===== src/rtl/exec_pkg.sv =====
// exec_pkg: opcodes, exception codes and default sizes for the execute unit
package exec_pkg;
  typedef enum logic [3:0] {
    ADD  = 4'd0,
    SUB  = 4'd1,
    AND  = 4'd2,
    OR   = 4'd3,
    PASS = 4'd4,
    EQ   = 4'd5,
    MUL  = 4'd6
  } alu_op_t;
  localparam logic [3:0] EXC_NONE       = 4'd0;
  localparam logic [3:0] EXC_ILLEGAL_OP = 4'd1;
  localparam int DEF_WIDTH      = 32;
  localparam int DEF_MUL_STAGES = 5;
  localparam int DEF_TAG_W      = 4;
endpackage


===== src/rtl/exec_alu_pipe_if.sv =====
// exec_alu_pipe_if: issue and result handshake buses of the execute unit
interface exec_alu_pipe_if #(parameter int WIDTH = 32, parameter int TAG_W = 4);
  logic               in_valid;
  logic               in_ready;
  exec_pkg::alu_op_t  in_op;
  logic [WIDTH-1:0]   in_a;
  logic [WIDTH-1:0]   in_b;
  logic [TAG_W-1:0]   in_tag;
  logic               out_valid;
  logic               out_ready;
  logic [WIDTH-1:0]   out_result;
  logic               out_zero;
  logic               out_exc;
  logic [3:0]         out_exc_code;
  logic [TAG_W-1:0]   out_tag;
  modport master (
    output in_valid, in_op, in_a, in_b, in_tag, out_ready,
    input  in_ready, out_valid, out_result, out_zero, out_exc, out_exc_code, out_tag
  );
  modport slave (
    input  in_valid, in_op, in_a, in_b, in_tag, out_ready,
    output in_ready, out_valid, out_result, out_zero, out_exc, out_exc_code, out_tag
  );
endinterface


===== src/rtl/exec_alu_pipe_mul_pipe.sv =====
// mul_pipe: multiplier shift pipeline; the output register acts as its last stage
module mul_pipe #(
  parameter int WIDTH      = 32,
  parameter int MUL_STAGES = 5,
  parameter int TAG_W      = 4
) (
  input  logic             clk,
  input  logic             rst,
  input  logic             clr,
  input  logic             en,
  input  logic             in_valid,
  input  logic [WIDTH-1:0] a,
  input  logic [WIDTH-1:0] b,
  input  logic [TAG_W-1:0] tag,
  output logic             done_valid,
  output logic [WIDTH-1:0] done_prod,
  output logic             done_zero,
  output logic [TAG_W-1:0] done_tag,
  output logic             any_valid
);
  localparam int D = MUL_STAGES - 1;
  logic [WIDTH-1:0] prod;
  assign prod = a * b;
  if (D == 0) begin : g_comb
    assign done_valid = in_valid;
    assign done_prod  = prod;
    assign done_zero  = a == b;
    assign done_tag   = tag;
    assign any_valid  = 1'b0;
  end else begin : g_pipe
    logic [D-1:0]     v;
    logic [D-1:0]     z;
    logic [WIDTH-1:0] p [D];
    logic [TAG_W-1:0] t [D];
    always_ff @(posedge clk)
      if (rst) begin
        v <= '0;
        z <= '0;
        for (int i = 0; i < D; i++) begin
          p[i] <= '0;
          t[i] <= '0;
        end
      end else begin
        if (en) begin
          v[0] <= in_valid;
          z[0] <= a == b;
          p[0] <= prod;
          t[0] <= tag;
          for (int i = 1; i < D; i++) begin
            v[i] <= v[i-1];
            z[i] <= z[i-1];
            p[i] <= p[i-1];
            t[i] <= t[i-1];
          end
        end
        if (clr) v <= '0;
      end
    assign done_valid = v[D-1];
    assign done_prod  = p[D-1];
    assign done_zero  = z[D-1];
    assign done_tag   = t[D-1];
    assign any_valid  = |v;
  end
endmodule


===== src/rtl/exec_alu_pipe.sv =====
// exec_alu_pipe: pipelined EX-stage ALU with in-order single-cycle and multiplier paths
module exec_alu_pipe import exec_pkg::*; #(
  parameter int WIDTH      = DEF_WIDTH,
  parameter int MUL_STAGES = DEF_MUL_STAGES,
  parameter int TAG_W      = DEF_TAG_W
) (
  input  logic              clk,
  input  logic              rst,
  input  logic              flush,
  exec_alu_pipe_if.slave    bus
);
  logic             stall, is_mul, mul_busy, acc, sc_acc;
  logic             done_v, done_z, sc_exc;
  logic [WIDTH-1:0] done_p, sc_res;
  logic [TAG_W-1:0] done_tag;
  assign stall  = bus.out_valid && !bus.out_ready;
  assign is_mul = bus.in_op == MUL;
  // single-cycle ops wait for the multiplier to drain so results stay in order
  assign bus.in_ready = !rst && !flush && !stall && !(!is_mul && mul_busy);
  assign acc    = bus.in_valid && bus.in_ready;
  assign sc_acc = acc && !is_mul;
  always_comb begin
    sc_exc = 1'b0;
    sc_res = '0;
    case (bus.in_op)
      ADD:     sc_res = bus.in_a + bus.in_b;
      SUB:     sc_res = bus.in_a - bus.in_b;
      AND:     sc_res = bus.in_a & bus.in_b;
      OR:      sc_res = bus.in_a | bus.in_b;
      PASS:    sc_res = bus.in_a;
      EQ:      sc_res = '0;
      default: sc_exc = !is_mul;
    endcase
  end
  mul_pipe #(.WIDTH(WIDTH), .MUL_STAGES(MUL_STAGES), .TAG_W(TAG_W)) u_mul (
    .clk(clk),
    .rst(rst),
    .clr(rst || flush),
    .en(!stall),
    .in_valid(acc && is_mul),
    .a(bus.in_a),
    .b(bus.in_b),
    .tag(bus.in_tag),
    .done_valid(done_v),
    .done_prod(done_p),
    .done_zero(done_z),
    .done_tag(done_tag),
    .any_valid(mul_busy)
  );
  always_ff @(posedge clk)
    if (rst) begin
      bus.out_valid    <= 1'b0;
      bus.out_result   <= '0;
      bus.out_zero     <= 1'b0;
      bus.out_exc      <= 1'b0;
      bus.out_exc_code <= EXC_NONE;
      bus.out_tag      <= '0;
    end else if (flush) begin
      bus.out_valid <= 1'b0;
    end else if (!stall) begin
      bus.out_valid <= done_v || sc_acc;
      if (done_v || sc_acc) begin
        bus.out_result   <= done_v ? done_p : sc_res;
        bus.out_zero     <= done_v ? done_z : bus.in_a == bus.in_b;
        bus.out_exc      <= !done_v && sc_exc;
        bus.out_exc_code <= (!done_v && sc_exc) ? EXC_ILLEGAL_OP : EXC_NONE;
        bus.out_tag      <= done_v ? done_tag : bus.in_tag;
      end
    end
endmodule

===== src/flat_wrapper.sv =====
// flat-port wrapper written by rule: the top's interface ports become plain ports
module exec_alu_pipe_flat import exec_pkg::*;
#(
  parameter int WIDTH      = DEF_WIDTH,
  parameter int MUL_STAGES = DEF_MUL_STAGES,
  parameter int TAG_W      = DEF_TAG_W
)
  (clk, rst, flush, bus_in_valid, bus_in_op, bus_in_a, bus_in_b, bus_in_tag, bus_out_ready, bus_in_ready, bus_out_valid, bus_out_result, bus_out_zero, bus_out_exc, bus_out_exc_code, bus_out_tag);
  exec_alu_pipe_if #(.WIDTH(WIDTH), .TAG_W(TAG_W)) bus_i ();
  input  logic clk;
  input  logic rst;
  input  logic flush;
  input wire logic [$bits(bus_i.in_valid)-1:0] bus_in_valid;
  input wire logic [$bits(bus_i.in_op)-1:0] bus_in_op;
  input wire logic [$bits(bus_i.in_a)-1:0] bus_in_a;
  input wire logic [$bits(bus_i.in_b)-1:0] bus_in_b;
  input wire logic [$bits(bus_i.in_tag)-1:0] bus_in_tag;
  input wire logic [$bits(bus_i.out_ready)-1:0] bus_out_ready;
  output wire logic [$bits(bus_i.in_ready)-1:0] bus_in_ready;
  output wire logic [$bits(bus_i.out_valid)-1:0] bus_out_valid;
  output wire logic [$bits(bus_i.out_result)-1:0] bus_out_result;
  output wire logic [$bits(bus_i.out_zero)-1:0] bus_out_zero;
  output wire logic [$bits(bus_i.out_exc)-1:0] bus_out_exc;
  output wire logic [$bits(bus_i.out_exc_code)-1:0] bus_out_exc_code;
  output wire logic [$bits(bus_i.out_tag)-1:0] bus_out_tag;
  assign bus_i.in_valid = bus_in_valid;
  assign bus_i.in_op = bus_in_op;
  assign bus_i.in_a = bus_in_a;
  assign bus_i.in_b = bus_in_b;
  assign bus_i.in_tag = bus_in_tag;
  assign bus_i.out_ready = bus_out_ready;
  assign bus_in_ready = bus_i.in_ready;
  assign bus_out_valid = bus_i.out_valid;
  assign bus_out_result = bus_i.out_result;
  assign bus_out_zero = bus_i.out_zero;
  assign bus_out_exc = bus_i.out_exc;
  assign bus_out_exc_code = bus_i.out_exc_code;
  assign bus_out_tag = bus_i.out_tag;
  exec_alu_pipe #(.WIDTH(WIDTH), .MUL_STAGES(MUL_STAGES), .TAG_W(TAG_W)) u_core (.clk(clk), .rst(rst), .flush(flush), .bus(bus_i));
endmodule

===== config.mk =====
export PLATFORM = sky130hd
export DESIGN_NAME = exec_alu_pipe_flat
export DESIGN_NICKNAME = d
export VERILOG_FILES = /design/src/rtl/exec_pkg.sv /design/src/rtl/exec_alu_pipe_if.sv /design/src/rtl/exec_alu_pipe_mul_pipe.sv /design/src/rtl/exec_alu_pipe.sv /design/src/flat_wrapper.sv
export SDC_FILE = /design/constraint.sdc
export NUM_CORES = 2
export LEC_CHECK = 0
export ABC_AREA = 0
export CORE_UTILIZATION = 47
export CTS_BUF_LIST = sky130_fd_sc_hd__clkbuf_8
export CTS_CLUSTER_DIAMETER = 80
export DETAILED_ROUTE_END_ITERATION = 6
export SLEW_MARGIN = 20
export SYNTH_ARGS = -nofsm -noshare
export SYNTH_HDL_FRONTEND = slang
export SYNTH_HIERARCHICAL = 1
export SYNTH_SLANG_ARGS = --single-unit

===== constraint.sdc =====
create_clock -name clk -period 24.4 [get_ports clk]
set_input_delay 3.66 -clock clk [delete_from_list [all_inputs] [get_ports clk]]
set_output_delay 3.66 -clock clk [all_outputs]
set_load 0.01 [all_outputs]

==> run metrics <==
status completed; crit path DAT 11190 ps; Most Frequent Cell on Critical Path fa_1; clock sinks 191; most frequent cells in the layout and2_1 (480), inv_1 (464), fa_1 (410); top post-synthesis cells by area fa_1 (29%), edfxtp_1 (15%), ha_1 (11%); class of the worst hold path flip-flop to flip-flop; instance count of the mapped netlist 3082; netlist area before placement 28600 um^2; commonest non-fill, non-tap cell in the layout and2_1; Worst Min Path Start u_core/bus.out_result[0]; Nets 3833; CP Max Fanout 27; Max-Slew Margin vs Limit 0.244; TritonCTS Buffers 17; Least-Margin Pin Slew 1130 ps; crit path launch bus_in_b[7]; Yosys top cell area share 0.287; vias in the first global route 23400; global-route wire length before repair 140 mm; die area 61800 um^2; via count 22100; initial cell density of the core 0.474; Setup crit end kind flip-flop; Synthesis Warnings 6; critical path class input port to flip-flop; final setup violation count 0; CTS root buf clkbuf_8; Req. time, crit path 24620 ps; initial DRC count 1542; GPL Wtd Cong 0.932; Tmin final 10970 ps; setup bufs post-CTS 0; ys flop type edfxtp_1; drt first pass iters 7; Worst-Skew Late Latency 500 ps; synthesized area per cell 9.28 um^2; Critical Path, Cell by Cell clkdlybuf4s50_1 > and2_1 > fa_1 > fa_1 > fa_1 > inv_1 > fa_1 > inv_1 > fa_1 > inv_1 > fa_1 > inv_1 > fa_1 > fa_1 > ha_1 > a21oi_1 > o21ai_0 > a311o_1 > a2111oi_4 > o21bai_1 > a21oi_2 > xor2_1 > nor2_1; Total GRT Usage 0.297; CTS H-tree lvls 4; number of max-cap violations 0; largest net degree at the start of global routing 110; Core Area 60200 um^2; initial antenna violation count 0; Port Buffers 117; Clock transition at path regs 100 ps; sequential area share after synthesis 0.184; Reg2Reg Launch Point u_core/u_mul/g_pipe.v[1]; ANT nets after route 0; Die Y 249 um; setup tns final 0 ps; DR vias/cell 5.66; final worst path period share 0.449; Final HPWL DP 67.0 mm; fin. max-slew vios 0; CTS tree done; Max Fclk 0.0912 GHz; total congestion overflow 0; post-synthesis cell type count 85; Synth area leader fa_1; cell row count 90; # DRC 0; CP peak stage delay 1020 ps; crit start category input port; number of synthesized flops with an enable pin 144; CTS Hold Bufs 0; number of synthesized register bits 191; layout cell share with drive strength beyond 1 0.0398; die width 249 um; filler cell count 5595; Synth async-reset ratio 0; # IOs 121; slowest CP cell clkdlybuf4s50_1; clock skew 27.0 ps; area growth from synthesis to layout 7.92%; cts repair resizes 0; CTS Buffer Depth 2; Post-Route WL 90.6 mm; Routed wire per std cell 23.2 um; final hold violations 0; unrepaired setup endpoints after global routing no
-- flip-flops by register name (all words and copies together), names as in the netlist --
signal and count:
u_core/u_mul/g_pipe.t 16, u_core/bus.out_exc 1, u_core/bus.out_valid 1, u_core/u_mul/g_pipe.z 4
u_core/u_mul/g_pipe.v 4, u_core/u_mul/g_pipe.p 128, u_core/bus.out_tag 4, u_core/bus.out_zero 1
u_core/bus.out_result 32
-- kinds of logic (layout without fill, tap and decap cells) --
group,Yosys count,after routing,synth area share
xor gates and xnor gates,120,120,0.0372
DFF,191,191,0.184
and+or+nand+nor,1048,1048,0.195
muxes,14,14,0.00490
buffers and inverters,632,665,0.0845
other,1,4,0.000131
adders and majority gates,652,652,0.393
AOI/OAI and AO/OA,424,424,0.101
-- area by class of cell --
cell class	count	area, um^2	area share
Sequential cell	191	5270	0.171
Clock inverter	15	151	0.00491
Clock buffer	17	234	0.00758
Timing Repair Buffer	168	1530	0.0496
Antenna cell	1	2.50	0.0000811
Multi-Input combinational cell	2261	20900	0.679
Inverter	465	1750	0.0566
Tap cell	782	978	0.0317
-- critical path, delay by kind of cell --
| kind | cells | cell delay (ps) |
|---|---|---|
| xor gates and xnor gates | 1 | 160 |
| buffers and inverters | 5 | 1240 |
| and+or+nand+nor | 2 | 510 |
| adders and majority gates | 9 | 4260 |
| AOI/OAI and AO/OA | 6 | 1350 |
-- path summary, 6_finish.rpt --
path / endpoint / cells after the start / slack [ps]
worst max-delay path: u_core/u_mul/g_pipe.p[0][29] / 23 / 13430
worst min-delay path: u_core/bus.out_result[0] / 2 / 480
worst max register to register: u_core/bus.out_result[28] / 10 / 21160
worst min register to register: u_core/bus.out_result[0] / 2 / 480
-- metal layers --
layer | part of all wire | track usage | wire length [um]
met1 | 0.44 | 0.402 | 39700
met2 | 0.47 | 0.501 | 43000
met3 | 0.053 | 0.0295 | 4770
met4 | 0.035 | 0.0971 | 3160
met5 | 0 | 0 | 0
-- cells in the mapped netlist, drive strengths merged (5+ instances only) --
master and instances:
or2 5, inv 464, a22oi 21, o31ai 10, a31oi 8, o2111ai 5
a311oi 5, a21oi 108, fa 410, o311a 5, nor2b 16, or3 11
xnor2 81, nand2b 17, nand4 11, o211ai 15, nand3 35, xor2 38
nor3b 7, buf 27, nor3 40, ha 242, a211oi 34, and2 480
a2111oi 6, o21ai 93, o21bai 12, clkbuf 140, dfxtp 47, and3 13
edfxtp 144, a21o 24, o22ai 7, mux2i 14, a221oi 26, nand2 242
nor2 138, nor4 16, a221o 5, o21a 6
-- metrics by stage --
step	instances	area [um^2]	hold slack, ps	util	setup WS [ps]
finish	3900	30900	478	0.512	13430
global route	3899	30800	491	0.512	13120
CTS	3899	30900	481	0.512	13340
detailed placement	3867	30500	466	0.506	12840
global placement	3867	30500	446	0.506	12970
floorplan	3084	28600	431	-	14170
Power is not shown: default switching activity piles up to over one toggle a cycle in this logic, so the estimate is an artifact.
